<file path="config.mk">
export PLATFORM = sky130hd
export DESIGN_NAME = tanh_scheduler_flat
export DESIGN_NICKNAME = d
export VERILOG_FILES = /design/src/rtl/tanh_scheduler_if.sv /design/src/rtl/tanh_scheduler.sv /design/src/flat_wrapper.sv
export SDC_FILE = /design/constraint.sdc
export NUM_CORES = 1
export LEC_CHECK = 0
export ABC_AREA = 1
export CORE_ASPECT_RATIO = 1.4
export CORE_UTILIZATION = 40
export DETAILED_ROUTE_END_ITERATION = 6
export GPL_ROUTABILITY_DRIVEN = 0
export GPL_TIMING_DRIVEN = 0
export HOLD_SLACK_MARGIN = 0.12
export PLACE_DENSITY = 0.81
export RECOVER_POWER = 25
export SLEW_MARGIN = 20
export SYNTH_ARGS = -nofsm -noshare
export SYNTH_HDL_FRONTEND = slang
export SYNTH_SLANG_ARGS = --single-unit
</file>
<file path="constraint.sdc">
create_clock -name CLK -period 2.29 [get_ports CLK]
set_input_delay 0.458 -clock CLK [delete_from_list [all_inputs] [get_ports CLK]]
set_output_delay 0.458 -clock CLK [all_outputs]
set_load 0.05 [all_outputs]
</file>
<file path="src/rtl/tanh_scheduler_if.sv">
// Requester-side bus of the shared tanh engine scheduler: level requests with
// packed arguments in, one-hot completion pulse with result and owner index out.
interface tanh_scheduler_if #(
  parameter int N_REQ = 4,
  parameter int W     = 32
);
  localparam int ID_W = $clog2(N_REQ);

  logic [N_REQ-1:0]   req;
  logic [N_REQ*W-1:0] z_in;
  logic [N_REQ-1:0]   done;
  logic [W-1:0]       res;
  logic [ID_W-1:0]    res_id;
  logic               busy;

  modport master (
    output req, z_in,
    input  done, res, res_id, busy
  );

  modport slave (
    input  req, z_in,
    output done, res, res_id, busy
  );
endinterface

</file>
<file path="src/rtl/tanh_scheduler.sv">
// Round-robin time-multiplexer of N_REQ requesters onto one fixed-latency tanh engine.
// Each grant loads the engine once, waits TANH_LATENCY cycles, then returns the result with a done pulse.
module tanh_scheduler #(
  parameter int N_REQ        = 4,
  parameter int INT_SIZE     = 8,
  parameter int FLOAT_SIZE   = 24,
  parameter int TANH_LATENCY = 64,
  localparam int W           = INT_SIZE + FLOAT_SIZE,
  localparam int ID_W        = $clog2(N_REQ),
  localparam int CNT_W       = $clog2(TANH_LATENCY + 1)
) (
  input  logic                  CLK,
  input  logic                  RST_N,
  tanh_scheduler_if.slave       sched,
  output logic                  eng_en,
  output logic [W-1:0]          eng_z,
  input  logic [W-1:0]          eng_out
);

  typedef enum logic [1:0] {
    IDLE = 2'd0,
    LOAD = 2'd1,
    RUN  = 2'd2,
    DONE = 2'd3
  } state_t;

  state_t            state_reg;
  state_t            state_next;

  logic [ID_W-1:0]   sel_reg;
  logic [ID_W-1:0]   last_reg;
  logic [CNT_W-1:0]  cnt_reg;
  logic [W-1:0]      eng_z_reg;
  logic [W-1:0]      res_reg;
  logic [ID_W-1:0]   res_id_reg;
  logic [N_REQ-1:0]  done_reg;
  logic              busy_reg;
  logic              eng_en_reg;

  logic [W-1:0]      z_arr [N_REQ];
  logic [ID_W-1:0]   cand_idx [N_REQ];
  logic [ID_W-1:0]   winner;
  logic              grant_found;
  logic              run_last;

  assign run_last = (state_reg == RUN) && (cnt_reg == '0);

  // cand_idx[k] is the requester examined k-th, starting just after the last winner.
  genvar gi;
  generate
    for (gi = 0; gi < N_REQ; gi++) begin : g_req
      assign z_arr[gi]    = sched.z_in[gi*W +: W];
      assign cand_idx[gi] = ID_W'((int'(last_reg) + gi + 1) % N_REQ);
    end
  endgenerate

  always_comb begin
    grant_found = 1'b0;
    winner      = '0;
    for (int i = N_REQ - 1; i >= 0; i--) begin
      if (sched.req[cand_idx[i]]) begin
        grant_found = 1'b1;
        winner      = cand_idx[i];
      end
    end
  end

  always_comb begin
    state_next = state_reg;
    case (state_reg)
      IDLE:    if (grant_found) state_next = LOAD;
      LOAD:    state_next = RUN;
      RUN:     if (cnt_reg == '0) state_next = DONE;
      DONE:    state_next = IDLE;
      default: state_next = IDLE;
    endcase
  end

  // eng_en and busy are registered from the next state so they line up with LOAD and non-IDLE cycles.
  always_ff @(posedge CLK or negedge RST_N) begin
    if (!RST_N) begin
      state_reg  <= IDLE;
      eng_en_reg <= 1'b0;
      busy_reg   <= 1'b0;
    end else begin
      state_reg  <= state_next;
      eng_en_reg <= (state_next == LOAD);
      busy_reg   <= (state_next != IDLE);
    end
  end

  always_ff @(posedge CLK or negedge RST_N) begin
    if (!RST_N) begin
      sel_reg   <= '0;
      last_reg  <= ID_W'(N_REQ - 1);
      eng_z_reg <= '0;
    end else if ((state_reg == IDLE) && grant_found) begin
      sel_reg   <= winner;
      last_reg  <= winner;
      eng_z_reg <= z_arr[winner];
    end
  end

  always_ff @(posedge CLK or negedge RST_N) begin
    if (!RST_N) begin
      cnt_reg <= '0;
    end else if (state_reg == LOAD) begin
      cnt_reg <= CNT_W'(TANH_LATENCY - 1);
    end else if ((state_reg == RUN) && (cnt_reg != '0)) begin
      cnt_reg <= cnt_reg - 1'b1;
    end
  end

  always_ff @(posedge CLK or negedge RST_N) begin
    if (!RST_N) begin
      res_reg    <= '0;
      res_id_reg <= '0;
    end else if (run_last) begin
      res_reg    <= eng_out;
      res_id_reg <= sel_reg;
    end
  end

  generate
    for (gi = 0; gi < N_REQ; gi++) begin : g_done
      always_ff @(posedge CLK or negedge RST_N) begin
        if (!RST_N) begin
          done_reg[gi] <= 1'b0;
        end else begin
          done_reg[gi] <= run_last && (sel_reg == ID_W'(gi));
        end
      end
    end
  endgenerate

  assign sched.done   = done_reg;
  assign sched.res    = res_reg;
  assign sched.res_id = res_id_reg;
  assign sched.busy   = busy_reg;
  assign eng_en       = eng_en_reg;
  assign eng_z        = eng_z_reg;

endmodule

</file>
<file path="src/flat_wrapper.sv">
// flat-port wrapper written by rule: the top's interface ports become plain ports
module tanh_scheduler_flat 
#(
  parameter int N_REQ        = 4,
  parameter int INT_SIZE     = 8,
  parameter int FLOAT_SIZE   = 24,
  parameter int TANH_LATENCY = 64,
  localparam int W           = INT_SIZE + FLOAT_SIZE,
  localparam int ID_W        = $clog2(N_REQ),
  localparam int CNT_W       = $clog2(TANH_LATENCY + 1)
)
  (CLK, RST_N, eng_en, eng_z, eng_out, sched_req, sched_z_in, sched_done, sched_res, sched_res_id, sched_busy);
  tanh_scheduler_if #(.N_REQ(N_REQ), .W(((8) + (24)))) sched_i ();
  input  logic CLK;
  input  logic RST_N;
  output logic eng_en;
  output logic [W-1:0] eng_z;
  input  logic [W-1:0] eng_out;
  input wire logic [$bits(sched_i.req)-1:0] sched_req;
  input wire logic [$bits(sched_i.z_in)-1:0] sched_z_in;
  output wire logic [$bits(sched_i.done)-1:0] sched_done;
  output wire logic [$bits(sched_i.res)-1:0] sched_res;
  output wire logic [$bits(sched_i.res_id)-1:0] sched_res_id;
  output wire logic [$bits(sched_i.busy)-1:0] sched_busy;
  assign sched_i.req = sched_req;
  assign sched_i.z_in = sched_z_in;
  assign sched_done = sched_i.done;
  assign sched_res = sched_i.res;
  assign sched_res_id = sched_i.res_id;
  assign sched_busy = sched_i.busy;
  tanh_scheduler #(.N_REQ(N_REQ), .INT_SIZE(INT_SIZE), .FLOAT_SIZE(FLOAT_SIZE), .TANH_LATENCY(TANH_LATENCY)) u_core (.CLK(CLK), .RST_N(RST_N), .sched(sched_i), .eng_en(eng_en), .eng_z(eng_z), .eng_out(eng_out));
endmodule
</file>
==> impl_results.html <==
<table>
<tr><th>Metric</th><th>Value</th></tr>
<tr><th colspan="2">Run</th></tr>
<tr><td>Number of max-cap violations</td><td>0</td></tr>
<tr><th colspan="2">Floorplan</th></tr>
<tr><td>Count of boundary I/O pins</td><td>238</td></tr>
<tr><td>Area enclosed by the die boundary</td><td>0.0120 sq mm</td></tr>
<tr><td>Die width</td><td>92.9 um</td></tr>
<tr><td>Rows</td><td>46</td></tr>
<tr><td>Initial core utilization</td><td>41.0%</td></tr>
<tr><td>Vertical extent of the die</td><td>129 um</td></tr>
<tr><td>Placeable core region</td><td>0.0113 sq mm</td></tr>
<tr><th colspan="2">Setup path</th></tr>
<tr><td>Largest driver fanout on the critical path</td><td>10</td></tr>
<tr><td>Worst flop-to-flop path startpoint</td><td>u_core.last_reg[0]</td></tr>
<tr><td>Slowest cell on crit path</td><td>dfstp_2</td></tr>
<tr><td>Register-to-register setup slack</td><td>190 ps</td></tr>
<tr><td>Kind of end point of the critical path</td><td>register</td></tr>
<tr><td>Cell count of the worst reg-to-reg path</td><td>13</td></tr>
<tr><td>Critical Path, Cell by Cell</td><td>buf_6 -&gt; inv_4 -&gt; nand2_1 -&gt; nand2_1 -&gt; nand2_1 -&gt; nand2_1 -&gt; nor2_1 -&gt; nand3b_1 -&gt; nand2_2 -&gt; inv_2 -&gt; buf_2 -&gt; nand3_1 -&gt; nand2_1</td></tr>
<tr><td>Arrival @ worst endpoint</td><td>2320 ps</td></tr>
<tr><td>Most Frequent Cell on Critical Path</td><td>nand2_1</td></tr>
<tr><td>Crit Path Class</td><td>reg2reg</td></tr>
<tr><td>Required time of the critical path</td><td>2520 ps</td></tr>
<tr><td>Worst setup SP type</td><td>register</td></tr>
<tr><td>Largest stage delay on the critical path</td><td>520 ps</td></tr>
<tr><td>Reg-to-reg endpoint</td><td>u_core.eng_z[26]</td></tr>
<tr><th colspan="2">CTS</th></tr>
<tr><td>H-tree level count</td><td>3</td></tr>
<tr><td>Clock transition at path regs</td><td>70 ps</td></tr>
<tr><td>Maximum clock insertion buffer count</td><td>2</td></tr>
<tr><td>CTS tree</td><td>yes</td></tr>
<tr><td>CTS Sinks</td><td>85</td></tr>
<tr><td>Latest clock arrival within the worst-skew pair</td><td>340 ps</td></tr>
<tr><td>Root cell of the clock tree</td><td>clkbuf_16</td></tr>
<tr><td>Number of buffers created by CTS</td><td>9</td></tr>
<tr><td>Total of cells resized after clock tree synthesis</td><td>0</td></tr>
<tr><th colspan="2">Global routing</th></tr>
<tr><td>Total grt overflow</td><td>0</td></tr>
<tr><td>Number of antenna violations at the first check in global routing</td><td>0</td></tr>
<tr><td>Wire length of the first global-routing pass</td><td>23.2 mm</td></tr>
<tr><td>Pin count of the biggest net entering global routing</td><td>59</td></tr>
<tr><td>Vias in the first global route</td><td>4858</td></tr>
<tr><td>GRT Resource Usage Total</td><td>24.7%</td></tr>
<tr><th colspan="2">STA</th></tr>
<tr><td>Period utilization</td><td>91.6%</td></tr>
<tr><td>Setup TNS</td><td>0 ps</td></tr>
<tr><td>Max Slew Vio Count</td><td>0</td></tr>
<tr><td>Skew final</td><td>7.99 ps</td></tr>
<tr><td>Post-layout min period</td><td>2100 ps</td></tr>
<tr><td>Worst max-slew margin expressed relative to the limit</td><td>46.8%</td></tr>
<tr><td>Slew of the pin with the lowest slew margin</td><td>798 ps</td></tr>
<tr><td>Setup repair after global routing missed its margin</td><td>no</td></tr>
<tr><td>Max Clock Freq</td><td>0.477 GHz</td></tr>
<tr><td>Final Hold Vio Count</td><td>0</td></tr>
<tr><td>Final-report setup violation count</td><td>0</td></tr>
<tr><th colspan="2">Outcome</th></tr>
<tr><td>Result of the run</td><td>complete, no violations</td></tr>
<tr><th colspan="2">Yosys</th></tr>
<tr><td>Syn_area_per_cell</td><td>7.36 sq um</td></tr>
<tr><td>Share of the synthesized area in the top cell type</td><td>44.9%</td></tr>
<tr><td>Synth Instances</td><td>629</td></tr>
<tr><td>Ranking of synthesized cells by area</td><td>dfrtp_1, nand2_1, nand3_1, buf_6, buf_4</td></tr>
<tr><td>Net count of the mapped netlist</td><td>801</td></tr>
<tr><td>Async S/R FF share, synth</td><td>100%</td></tr>
<tr><td>Number of register bits inferred by synthesis</td><td>85</td></tr>
<tr><td>Yosys synthesis warning count</td><td>0</td></tr>
<tr><td>Post-synth top area cell</td><td>dfrtp_1</td></tr>
<tr><td>Primary flip-flop cell chosen by synthesis mapping</td><td>dfrtp_1</td></tr>
<tr><td>Netlist area before placement</td><td>0.00463 sq mm</td></tr>
<tr><td>Fraction of the yosys area taken by sequential cells</td><td>46.0%</td></tr>
<tr><td>Unique cell type count in the Yosys netlist</td><td>25</td></tr>
<tr><td>Number of enable flip-flop cells after synthesis</td><td>0</td></tr>
<tr><td>Most frequent cell after synthesis</td><td>nand2_1</td></tr>
<tr><td>Top post-synthesis cells by count</td><td>nand2_1, nand3_1, dfrtp_1</td></tr>
<tr><th colspan="2">Power</th></tr>
<tr><td>Power per cell area</td><td>490 mW/mm^2</td></tr>
<tr><td>Power spent charging and discharging nets</td><td>0.865 mW</td></tr>
<tr><td>Leakage Power</td><td>3.56 nW</td></tr>
<tr><td>Portion of total power attributed to the clock network</td><td>43.6%</td></tr>
<tr><td>Relative contribution of combinational cells to total power</td><td>15.7%</td></tr>
<tr><td>Switching fraction of total power</td><td>23.4%</td></tr>
<tr><td>Total internal power</td><td>2.83 mW</td></tr>
<tr><td>Pwr Total</td><td>3.69 mW</td></tr>
<tr><td>IR drop worst, VDD</td><td>0.000412 V</td></tr>
<tr><td>Relative contribution of sequential cells to total power</td><td>40.7%</td></tr>
<tr><th colspan="2">Finish</th></tr>
<tr><td>Area added between synthesis and finish</td><td>63.0%</td></tr>
<tr><td>Count of nets after finishing</td><td>1051</td></tr>
<tr><td>Proportion of layout cells with a drive suffix above 1</td><td>7.81%</td></tr>
<tr><td>Final standard cell count with taps included and fillers excluded</td><td>1028</td></tr>
<tr><td>Antenna fix cells</td><td>0</td></tr>
<tr><th colspan="2">Hold path</th></tr>
<tr><td>Hold Path Origin</td><td>u_core.sched.res_id[1]</td></tr>
<tr><td>Path type of the worst min-delay path</td><td>reg2reg</td></tr>
<tr><td>Hold path endpoint</td><td>u_core.sched.res_id[1]</td></tr>
<tr><td>Number of cells traversed by the worst hold path</td><td>2</td></tr>
<tr><th colspan="2">Route</th></tr>
<tr><td>Drc violations</td><td>0</td></tr>
<tr><td>Average detailed-routed wire length per instance</td><td>14.2 um</td></tr>
<tr><td>Total Routed Length</td><td>14.6 mm</td></tr>
<tr><td>Via/cell ratio</td><td>4.93</td></tr>
<tr><td>Number of search-and-repair iterations in the first detailed-routing pass</td><td>5</td></tr>
<tr><td>Number of DRC markers in iteration 0</td><td>288</td></tr>
<tr><td>Number of vias in the routed layout</td><td>5064</td></tr>
<tr><td>Number of nets still failing antenna checks after routing</td><td>0</td></tr>
<tr><th colspan="2">Placement</th></tr>
<tr><td>PortBufs</td><td>237</td></tr>
<tr><td>Estimated wirelength of the detail-placed design</td><td>11.3 mm</td></tr>
<tr><td>Cell total after placement</td><td>1011</td></tr>
</table>
what timing repair did:
item,in CTS,in global routing
setup endpoints to repair,0,0
hold buffers,1,0
buffers inserted,0,0
hold endpoints to repair,27,0
power by group through the flow:
stage	registers, mW	logic, mW	clock network (mW)
2_1_floorplan	1.53	0.208	0
3_3_place_gp	1.53	0.572	0
3_5_place_dp	1.53	0.582	0
4_1_cts	1.50	0.586	1.65
5_1_grt	1.50	0.636	1.71
6_report	1.50	0.581	1.61
area by class of cell:
class	count	area, sq um
clock buffer	9	225
buffer	40	284
clock inverter	7	105
inverter	23	88.8
multi-input combinational	481	2120
timing repair buffer	239	2400
tap	144	180
sequential	85	2130
fill	1014	3740
cell families (layout without fill, tap and decap cells):
| kind of cell | after synthesis | after routing | share of synthesized area (%) |
|---|---|---|---|
| compound gates | 19 | 19 | 2.05 |
| fa+ha+maj | 6 | 6 | 1.62 |
| buf+inv | 63 | 318 | 8.06 |
| flops | 85 | 85 | 46.0 |
| simple gates | 456 | 456 | 42.2 |
cell usage in the layout, fill, tap and decap left out, types with 2 or more instances in the layout:
| cell | count |
|---|---|
| nand2_2 | 4 |
| clkdlybuf4s50_1 | 236 |
| clkbuf_16 | 9 |
| ha_1 | 6 |
| inv_2 | 4 |
| o21ai_1 | 3 |
| buf_2 | 17 |
| nand2_1 | 266 |
| o21ai_0 | 11 |
| dfstp_2 | 2 |
| nand3_1 | 167 |
| nor2_1 | 11 |
| a21oi_1 | 5 |
| buf_6 | 9 |
| inv_6 | 2 |
| inv_1 | 18 |
| bufinv_16 | 2 |
| dfrtp_1 | 83 |
| clkbuf_1 | 2 |
| buf_4 | 12 |
per-layer routing:
layer,vias to the layer above,GRT usage [%],share of wire [%]
li1,2538,-,-
met1,2284,28.8,40
met2,215,44.2,51
met3,27,4.75,6.3
met4,0,9.86,2.6
met5,-,0,0
critical path: cells and delay by family (launching register included):
family                 cells  cell delay (ps)
buffers and inverters      4              500
flip-flops                 1              520
AND/OR/NAND/NOR            9              950
stage by stage:
stage | setup WS [ps] | area [sq um] | util, % | hold WS (ps)
5_1_grt | 37.8 | 7540 | 66.9 | 482
6_report | 193 | 7540 | 66.9 | 469
4_1_cts | 186 | 7540 | 66.9 | 474
3_3_place_gp | -2340 | 7180 | 63.6 | 452
2_1_floorplan | 523 | 4630 | - | 162
3_5_place_dp | -108 | 7200 | 63.9 | 419
worst max-delay path by stage:
| stage | slack, ps | endpoint | startpoint |
|---|---|---|---|
| 2_1_floorplan | 520 | u_core.eng_z[0] | u_core.last_reg[0] |
| 3_3_place_gp | -2340 | u_core.eng_z[26] | RST_N |
| 3_5_place_dp | -110 | u_core.eng_z[24] | sched_req[3] |
| 4_1_cts | 190 | u_core.eng_z[26] | u_core.last_reg[0] |
| 5_1_grt | 40 | u_core.eng_z[26] | u_core.last_reg[0] |
| 6_report | 190 | u_core.eng_z[26] | u_core.last_reg[0] |
Power figures use the tool's default switching activity.
